--- config.mk ---
export PLATFORM = sky130hd
export DESIGN_NAME = apb_requester
export DESIGN_NICKNAME = d
export VERILOG_FILES = /design/src/rtl/apb_requester.sv
export SDC_FILE = /design/constraint.sdc
export NUM_CORES = 1
export LEC_CHECK = 0
export ABC_AREA = 1
export BUFFER_PORTS_ARGS = -buffer_cell sky130_fd_sc_hd__buf_4
export CORE_ASPECT_RATIO = 0.8
export CORE_MARGIN = 2
export CORE_UTILIZATION = 52
export CTS_BUF_LIST = sky130_fd_sc_hd__clkbuf_4 sky130_fd_sc_hd__clkbuf_8
export CTS_CLUSTER_SIZE = 28
export DETAILED_ROUTE_END_ITERATION = 10
export HOLD_SLACK_MARGIN = 0.03
export PLACE_DENSITY = 0.95
export RECOVER_POWER = 50
export REMOVE_ABC_BUFFERS = 1
export SLEW_MARGIN = 15
export SYNTH_ARGS = -nofsm -noshare
export SYNTH_HDL_FRONTEND = slang
export SYNTH_SLANG_ARGS = --single-unit
--- constraint.sdc ---
create_clock -name pCLK -period 6.7 [get_ports pCLK]
set_input_delay 0.67 -clock pCLK [delete_from_list [all_inputs] [get_ports pCLK]]
set_output_delay 0.67 -clock pCLK [all_outputs]
set_load 0.02 [all_outputs]
--- src/rtl/apb_requester.sv ---
// APB3 requester: accepts one command at a time on a valid/ready port,
// runs the SETUP/ACCESS handshake on APB and returns the result on a
// valid/ready response port. A wait-state timeout turns a hung slave
// into an error response.
module apb_requester #(
   parameter int DW      = 32,
   parameter int AW      = 32,
   parameter int TIMEOUT = 16
) (
   input  logic          pCLK,
   input  logic          reset,
   input  logic          cmd_valid,
   output logic          cmd_ready,
   input  logic          cmd_write,
   input  logic [AW-1:0] cmd_addr,
   input  logic [DW-1:0] cmd_wdata,
   output logic          rsp_valid,
   input  logic          rsp_ready,
   output logic [DW-1:0] rsp_rdata,
   output logic          rsp_slverr,
   output logic          rsp_timeout,
   output logic [AW-1:0] pADDR,
   output logic          pSEL,
   output logic          pENABLE,
   output logic          pWRITE,
   output logic [DW-1:0] pWDATA,
   input  logic [DW-1:0] pRDATA,
   input  logic          pREADY,
   input  logic          pSLVERR
);

   // Wait counter must be able to hold TIMEOUT; one bit minimum when disabled.
   localparam int CW  = (TIMEOUT > 0) ? $clog2(TIMEOUT + 1) : 1;
   localparam int CW1 = CW + 1;
   localparam logic [CW:0] TO_LIM = CW1'(TIMEOUT);
   localparam bit          TO_EN  = (TIMEOUT != 0);

   typedef enum logic [1:0] {
      ST_IDLE   = 2'd0,
      ST_SETUP  = 2'd1,
      ST_ACCESS = 2'd2,
      ST_RESP   = 2'd3
   } state_t;

   state_t        state_r;
   state_t        state_s;
   logic          done_s;
   logic          abort_s;
   logic [CW-1:0] cnt_r;
   logic [CW:0]   cnt_inc_s;

   assign cnt_inc_s = {1'b0, cnt_r} + {{CW{1'b0}}, 1'b1};

   // State register.
   always_ff @(posedge pCLK or posedge reset) begin
      if (reset) begin
         state_r <= ST_IDLE;
      end else begin
         state_r <= state_s;
      end
   end

   // Next-state decode; pREADY takes priority over the timeout in the same cycle.
   always_comb begin
      state_s = state_r;
      done_s  = 1'b0;
      abort_s = 1'b0;
      case (state_r)
         ST_IDLE: begin
            if (cmd_valid) begin
               state_s = ST_SETUP;
            end else begin
               state_s = ST_IDLE;
            end
         end
         ST_SETUP: begin
            state_s = ST_ACCESS;
         end
         ST_ACCESS: begin
            if (pREADY) begin
               done_s  = 1'b1;
               state_s = ST_RESP;
            end else if (TO_EN && (cnt_inc_s == TO_LIM)) begin
               abort_s = 1'b1;
               state_s = ST_RESP;
            end else begin
               state_s = ST_ACCESS;
            end
         end
         ST_RESP: begin
            if (rsp_ready) begin
               state_s = ST_IDLE;
            end else begin
               state_s = ST_RESP;
            end
         end
         default: begin
            state_s = ST_IDLE;
         end
      endcase
   end

   // Handshake outputs registered from the next state so they never follow inputs combinationally.
   always_ff @(posedge pCLK or posedge reset) begin
      if (reset) begin
         pSEL      <= 1'b0;
         pENABLE   <= 1'b0;
         rsp_valid <= 1'b0;
         cmd_ready <= 1'b1;
      end else begin
         pSEL      <= (state_s == ST_SETUP) || (state_s == ST_ACCESS);
         pENABLE   <= (state_s == ST_ACCESS);
         rsp_valid <= (state_s == ST_RESP);
         cmd_ready <= (state_s == ST_IDLE);
      end
   end

   // Wait-state counter: cleared on entry to SETUP, counts pREADY-low ACCESS cycles.
   always_ff @(posedge pCLK or posedge reset) begin
      if (reset) begin
         cnt_r <= {CW{1'b0}};
      end else if (state_s == ST_SETUP) begin
         cnt_r <= {CW{1'b0}};
      end else if ((state_r == ST_ACCESS) && !pREADY) begin
         cnt_r <= cnt_inc_s[CW-1:0];
      end else begin
         cnt_r <= cnt_r;
      end
   end

   // APB address/direction/data latch only on command acceptance and hold afterwards.
   always_ff @(posedge pCLK or posedge reset) begin
      if (reset) begin
         pADDR  <= {AW{1'b0}};
         pWRITE <= 1'b0;
         pWDATA <= {DW{1'b0}};
      end else if ((state_r == ST_IDLE) && cmd_valid) begin
         pADDR  <= cmd_addr;
         pWRITE <= cmd_write;
         pWDATA <= cmd_wdata;
      end else begin
         pADDR  <= pADDR;
         pWRITE <= pWRITE;
         pWDATA <= pWDATA;
      end
   end

   // Response fields captured at completion or abort and held through RESP.
   always_ff @(posedge pCLK or posedge reset) begin
      if (reset) begin
         rsp_rdata   <= {DW{1'b0}};
         rsp_slverr  <= 1'b0;
         rsp_timeout <= 1'b0;
      end else if (done_s) begin
         rsp_rdata   <= pWRITE ? {DW{1'b0}} : pRDATA;
         rsp_slverr  <= pSLVERR;
         rsp_timeout <= 1'b0;
      end else if (abort_s) begin
         rsp_rdata   <= {DW{1'b0}};
         rsp_slverr  <= 1'b1;
         rsp_timeout <= 1'b1;
      end else begin
         rsp_rdata   <= rsp_rdata;
         rsp_slverr  <= rsp_slverr;
         rsp_timeout <= rsp_timeout;
      end
   end

endmodule

== Word-level counts from Yosys, hierarchy flattened ==
Cells that the tools add are included.
Storage, ports and cells
  register bits: 110
  input port bits: 103
  output and inout port bits: 103
  word-level logic and storage cells: 46
Operators by class
  add/subtract/negate cells: 1
  equal/unequal tests: 7
  muxes and demuxes: 18
  reduce and logical (&&, ||, !) cells: 8
Operators by type and width (count)
  2-to-1 mux 32 bit: 3
  2-to-1 mux 1 bit: 11
  2-to-1 mux 5 bit: 2
  == test 2 bit, second input constant: 4
  one-hot mux 2 bit (4 select lines): 1
  adder 5 x 1 -> 6 bit, second input constant: 1
  == test 6 x 5 -> 1 bit, second input constant: 1
  == test 2 x 1 -> 1 bit, second input constant: 2
  zero test 2 bit: 2
  nonzero test 2 bit: 2
  logical AND 1 bit: 2
  2-to-1 mux 2 bit: 1
  zero test 1 bit: 1
  logical OR 1 bit: 1

== Depth between registers and ports, before layout ==
Gate-level depths: netlist (run 1).
  depth after elaboration: 7
  depth in mapped cells: 8
  mapped depth without buffers: 7

== Least setup slack after synthesis (run 1) ==
No wires, ideal clock.
  path kind: input port to flip-flop
  start: in cmd_valid
  end: reg pADDR[0]
  library setup time: 0.125 ns
  data arrival time: 1.245 ns
  required time: 6.575 ns
  setup slack: 5.330 ns
  stages: 3
  path buffers: 1
  path through: nand2_4 > buf_6 > mux2_4
Between the ends
  longest elaborated chain between the ends: 1
Ends and longest elaborated chain
  start, declared: line 12  | input logic cmd_valid,
  logical AND 1 bit: line 137  | end else if ((state_r == ST_IDLE) && cmd_valid) begin
  end signal, assigned: line 134  | pADDR <= {AW{1'b0}};
  end signal, assigned: line 138  | pADDR <= cmd_addr;
  end signal, assigned: line 142  | pADDR <= pADDR;
  end, declared: line 22  | output logic [AW-1:0] pADDR,
No other way between the ends.
A chain may end at the register's enable or synchronous reset.

==> impl_metrics.tcl, run 1 <==
set metrics [dict create \
    fp-row-count 30 \
    drt-total-wl_um 10600 \
    holdWs_ps 502 \
    p_switching_w 0.00117 \
    port-buffer-count 205 \
    numCtsBuffers 9 \
    final_common_cell "dfrtp_1" \
    total_power_w 0.00284 \
    tightest_slew_ps 2060 \
    synth_edf_count 0 \
    p_seq_frac 0.414 \
    cp_num_buf_inv 3 \
    ant_nets 0 \
    antenna_found_initial 0 \
    synth_flop_cell "dfrtp_1" \
    swShare 0.412 \
    place_congestion 0.770 \
    status "complete, but fails checks" \
    grt_max_degree 63 \
    path_cells "clkbuf_4, clkinvlp_2, buf_4" \
    ctsHoldBuffers 0 \
    drive_gt1_frac 0.347 \
    crit_cells 3 \
    p_leak_nw 3.05 \
    cp_top_family "buffers and inverters" \
    worstPathArrival_ps 2820 \
    path_max_fanout 62 \
    crit_end "pWDATA[18]" \
    combPwrFrac 0.457 \
    ys_ff_latch 110 \
    wl_per_cell_um 16.1 \
    slowest_delay_ps 1160 \
    crit_slowest_cell "clkinvlp_2" \
    ys_warn_count 0 \
    start_util 0.538 \
    critPathRequiredTime_ps 7090 \
    synthArstFlopShare 1.00 \
    holdPathStages 2 \
    drt_iter0_markers 110 \
    regArea_um2 2750 \
    max_cap_violations 1 \
    slew_headroom -0.383 \
    grt_pass1_vias 3324 \
    synthTopCellsByArea "dfrtp_1 60%, mux2_4 21%, nand2_1 6.3%" \
    clkPwrFrac 0.129 \
    fin_worst_skew_ps 13.1 \
    hp-class "in -> reg" \
    diodes 0 \
    r2r_cells 4 \
    max-vdd-ir-drop_v 0.000281 \
    clk_latency_ps 340 \
    synth_area_um2 4560 \
    crit_start "reset" \
    max_freq_mhz 412 \
    core_area_um2 8480 \
    avgSynthCellArea_um2 13.4 \
    cts.sinks 110 \
    netlist_instances 341 \
    post_cts_buffers 0 \
    endpoint_kind "asynchronous set/reset pin" \
    vias 3288 \
    route.detailed.drc 0 \
    die_h_um 87.8 \
    fin_crit_sh 0.363 \
    grt_setup_unrepaired "false" \
    fillerInstances 704 \
    via_per_inst 4.98 \
    syn_to_final_growth_pct 29.4 \
    first_pass_iters 4 \
    period_minus_slack_ps 2430 \
    use_met1 0.284 \
    clockBufferDepth 2 \
    grt_use_total 0.224 \
    r2r-end "pADDR[1]" \
    cts-root-buf "clkbuf_8" \
    grt_use_met3 0.0476 \
    reg2reg_slack_ps 4450 \
    place_inst 644 \
    design.portCount 206 \
    power.density_nw_per_um2 481 \
    netlist.area_leader.share 0.598 \
    multi_input_area_um2 1600 \
    grt-ovfl-total 0 \
    p_int_w 0.00167 \
    instances_no_fill 660 \
    violations "max-capacitance violations, max-slew violations" \
    cts_resized 0 \
    netlist-cell-type-count 22 \
    timing_hold_violations_final 0 \
    fp.dieArea_um2 9540 \
    cts.reportedPaths.clkPinSlew_ps 100 \
    final_nets 647 \
    critical_path.startpoint_type "input port" \
    setup_viol 0 \
    busiest_layer "met2" \
    grt_use_met2 0.394 \
    rr_startpoint "state_r[1]" \
    cts_tree "built" \
    grt_pass1_wl_um 16500 \
    yosysTopAreaCell "dfrtp_1" \
    cts.htree.levels 3 \
    drv_slew 50 \
    tns_ps 0 \
    hpwlAfterDp_um 7960 \
    dieWidth_um 109 \
    mostFrequentLayoutCells "109 x dfrtp_1, 104 x buf_4, 103 x clkbuf_1" \
    ys_seq_area_frac 0.604 \
    worstSetupPathType "in -> async" \
]
-- state kept, by name, summed over array words and instances (netlist names) --
register / count
rsp_rdata: 32
pSEL: 1
pWDATA: 32
pENABLE: 1
pADDR: 32
cnt_r: 5
rsp_valid: 1
state_r: 2
pWRITE: 1
rsp_timeout: 1
cmd_ready: 1
rsp_slverr: 1
-- synthesized netlist by cell type (3+ instances only) --
library cell / n
buf_2: 5
mux2_4: 65
inv_1: 11
nand4_1: 4
nand2_1: 77
o21ai_0: 3
nor2_1: 3
buf_6: 10
dfrtp_1: 109
nor2_2: 3
nand3_1: 40
-- worst register-to-register path, delay by kind of cell (launching register included) --
kind / cells / cell delay [ps]
buffers and inverters: 1 / 910
flip-flops: 1 / 430
multiplexers: 1 / 410
AND/OR/NAND/NOR: 2 / 380
-- kinds of logic after synthesis --
family,synth area share
AOI/OAI and AO/OA,0.0101
and+or+nand+nor,0.126
adders and majority gates,0.00274
DFF,0.604
xor gates and xnor gates,0.00192
muxes,0.214
buffers and inverters,0.0417
-- through the flow --
| stage | worst slack (ps) | util | instance area, µm² |
|---|---|---|---|
| 5_1_grt | 3830 | 0.695 | 5900 |
| 2_1_floorplan | 3130 | - | 4410 |
| 3_5_place_dp | 4310 | 0.721 | 6120 |
| 6_report | 4270 | 0.695 | 5900 |
| 3_3_place_gp | 4410 | 0.721 | 6120 |
| 4_1_cts | 4570 | 0.743 | 6300 |
-- layout make-up --
type                       instances  area share
sequential                       110       0.467
multi-input combinational        203       0.272
timing repair buffer             208       0.199
clock buffer                      12      0.0259
tap                              112      0.0238
inverter                          11     0.00721
clock inverter                     4     0.00530
-- how the worst min path moves through the flow --
stage | slack [ps] | endpoint | startpoint
6_report | 500 | cnt_r[2] | cmd_valid
5_1_grt | 480 | cnt_r[2] | cmd_valid
4_1_cts | 400 | pWDATA[26] | reset
3_5_place_dp | 490 | rsp_rdata[27] | rsp_rdata[27]
3_3_place_gp | 480 | rsp_rdata[8] | rsp_rdata[8]
2_1_floorplan | 510 | cnt_r[0] | cnt_r[0]
-- metal layers --
| layer | share of wire | vias to the layer above | routed length, µm |
|---|---|---|---|
| met1 | 0.40 | 1631 | 4300 |
| met2 | 0.53 | 108 | 5640 |
| met3 | 0.053 | 11 | 568 |
| met4 | 0.013 | 0 | 139 |
| met5 | 0 | - | 0 |
| li1 | - | 1538 | - |
-- power groups by stage --
stage	Sequential, W	Combinational [W]	Clock (W)
CTS	0.00118	0.00156	0.000379
detailed placement	0.00118	0.00156	0
floorplan	0.00151	0.000566	0
global placement	0.00117	0.00151	0
global route	0.00121	0.00139	0.000404
finish	0.00117	0.00130	0.000367
Note: power is estimated with default switching activity, not from simulation.
==> inputs of run 2 (changes only) <==
--- a/config.mk
+++ b/config.mk
@@ -9,12 +9,12 @@
 export BUFFER_PORTS_ARGS = -buffer_cell sky130_fd_sc_hd__buf_4
 export CORE_ASPECT_RATIO = 0.8
 export CORE_MARGIN = 2
-export CORE_UTILIZATION = 52
+export CORE_UTILIZATION = 49
 export CTS_BUF_LIST = sky130_fd_sc_hd__clkbuf_4 sky130_fd_sc_hd__clkbuf_8
 export CTS_CLUSTER_SIZE = 28
 export DETAILED_ROUTE_END_ITERATION = 10
 export HOLD_SLACK_MARGIN = 0.03
-export PLACE_DENSITY = 0.95
+export PLACE_DENSITY = 0.93
 export RECOVER_POWER = 50
 export REMOVE_ABC_BUFFERS = 1
 export SLEW_MARGIN = 15
==> constraint.sdc (replaced) <==
create_clock -name pCLK -period 2.4 [get_ports pCLK]
set_input_delay 0.24 -clock pCLK [delete_from_list [all_inputs] [get_ports pCLK]]
set_output_delay 0.24 -clock pCLK [all_outputs]
set_load 0.02 [all_outputs]
==> run 2 against run 1 <==
Effect of this change:
- the run now ends clean
- critical path depth rose by 1
- die area rose by 5.9%
- hold slack got worse by 420 ps
- sequential power rose to 2.8 times the previous value
- non-clock buffer count rose by 3
- clock skew rose by 1.0 ps
- worst setup slack got worse by 3600 ps
- combinational power rose to 2.8 times the previous value
- global-route usage fell by 0.19 points
- largest cell class unchanged
- largest power group unchanged
==> impl_metrics.tcl, run 2 (synthesis gave the netlist of run 1 again) <==
set metrics [dict create \
    status "completed" \
    fillerInstances 787 \
    worstSetupPathType "reg -> reg" \
    tightest_slew_ps 955 \
    worst_slack_ps 627 \
    cts-root-buf "clkbuf_8" \
    use_met1 0.256 \
    place_congestion 0.777 \
    cts.reportedPaths.clkPinSlew_ps 100 \
    mostFrequentLayoutCells "109 x dfrtp_1, 104 x buf_4, 104 x clkbuf_1" \
    power.density_nw_per_um2 1340 \
    cts.htree.levels 3 \
    cts_resized 0 \
    final_util 0.659 \
    diodes 0 \
    drv_slew 0 \
    grt-ovfl-total 0 \
    vias 3324 \
    max_cap_violations 0 \
    grt_use_total 0.222 \
    period_minus_slack_ps 1770 \
    grt_setup_unrepaired "false" \
    drt_iter0_markers 84 \
    syn_to_final_growth_pct 30.6 \
    start_util 0.505 \
    final_common_cell "dfrtp_1" \
    final_nets 650 \
    max-vdd-ir-drop_v 0.000696 \
    antenna_found_initial 0 \
    slew_headroom 0.363 \
    wl_per_cell_um 16.5 \
    hp-start "cmd_valid" \
    route.detailed.drc 0 \
    cts_tree "built" \
    fp-row-count 31 \
    busiest_layer "met2" \
    hpwlAfterDp_um 8320 \
    p_leak_nw 3.10 \
    grt_use_met2 0.406 \
    port-buffer-count 205 \
    hp-class "in -> reg" \
    die_h_um 90.3 \
    crit_start "state_r[0]" \
    fp.dieArea_um2 10100 \
    max_freq_mhz 564 \
    via_per_inst 5.00 \
    clockBufferDepth 2 \
    endpoint_kind "register" \
    clk_latency_ps 350 \
    critical_path.startpoint_type "register" \
    worstPathArrival_ps 2010 \
    grt_max_degree 56 \
    design.portCount 206 \
    drive_gt1_frac 0.351 \
    ant_nets 0 \
    reg.largest.list "pADDR (32), pWDATA (32), rsp_rdata (32)" \
    first_pass_iters 4 \
    timing_hold_violations_final 0 \
    fin_area_um2 5960 \
    drt-total-wl_um 11000 \
    dpl_cell_area_um2 6160 \
    rr_startpoint "state_r[0]" \
    critPathRequiredTime_ps 2640 \
    fin_crit_sh 0.739 \
    grt_pass1_wl_um 17900 \
    path_max_fanout 55 \
    pre_cts_ws_ps 709 \
    core_area_um2 9040 \
    grt_use_met3 0.0570 \
    cts.sinks 110 \
    grt_pass1_vias 3616 \
    numCtsBuffers 9 \
    setup_viol 0 \
    fin_worst_skew_ps 14.1 \
    dieWidth_um 112 \
]
==> run 2: cell types whose count changed in the layout (fill, tap and decap cells not counted), sizes merged <==
cell         before  now
clkinvlp          4    1
clkinv            0    2
buf             104  106
dlygate4sd3       0    1
clkbuf          116  114
inv              11   13
==> run 2: final cells by class <==
| type | count | area, µm² | area share |
|---|---|---|---|
| Clock buffer | 10 | 138 | 0.0231 |
| Clock inverter | 5 | 42.5 | 0.00714 |
| Inverter | 11 | 43.8 | 0.00735 |
| Multi-Input combinational cell | 203 | 1610 | 0.271 |
| Sequential cell | 110 | 2750 | 0.462 |
| Tap cell | 115 | 144 | 0.0242 |
| Timing Repair Buffer | 211 | 1220 | 0.205 |
==> run 2: final timing paths <==
kind,to,slack [ps],cells past startpoint
worst max-delay path,pADDR[17],630,4
worst min-delay path,cnt_r[2],80,2
worst max register to register,pADDR[17],630,4
worst min register to register,rsp_rdata[27],510,2
max in group asynchronous,rsp_rdata[23],670,4
min in group asynchronous,pADDR[27],480,3
==> run 2: power breakdown <==
| part | switching (W) | total (W) | leakage (nW) | internal [W] |
|---|---|---|---|---|
| Combinational | 0.00216 | 0.00368 | 1.66 | 0.00152 |
| Sequential | 0.000537 | 0.00326 | 1.34 | 0.00273 |
| Clock | 0.000606 | 0.00102 | 0.0893 | 0.000412 |
| Total | 0.00331 | 0.00797 | 3.10 | 0.00466 |
==> run 2: through the flow <==
stage / std cells / hold WS (ps) / total power (W) / TNS (ps)
after floorplan: 324 / 327 / 0.00581 / -80730
after detailed placement: 649 / 318 / 0.00770 / 0
after CTS: 665 / 59.5 / 0.00874 / 0
after global routing: 665 / 62.2 / 0.00843 / 0
final: 665 / 81.1 / 0.00797 / 0
after global placement: 649 / 308 / 0.00750 / 0
==> run 2: timing repair <==
action / CTS / global route
endpoints found under the hold margin: 37 / 0
buffers inserted: 0 / 0
hold buffers: 1 / 0
==> run 2: metal layers <==
metal	wire [µm]	vias to the layer above
met5	0	-
met4	220	0
met3	573	21
met2	5970	121
met1	4220	1634
li1	-	1548
==> run 2: worst max-delay path, stage by stage (launching register included) <==
cell and delay, ps:
dfrtp_1 420, nor2_1 270, nand2_4 270, buf_12 310, mux2_4 350
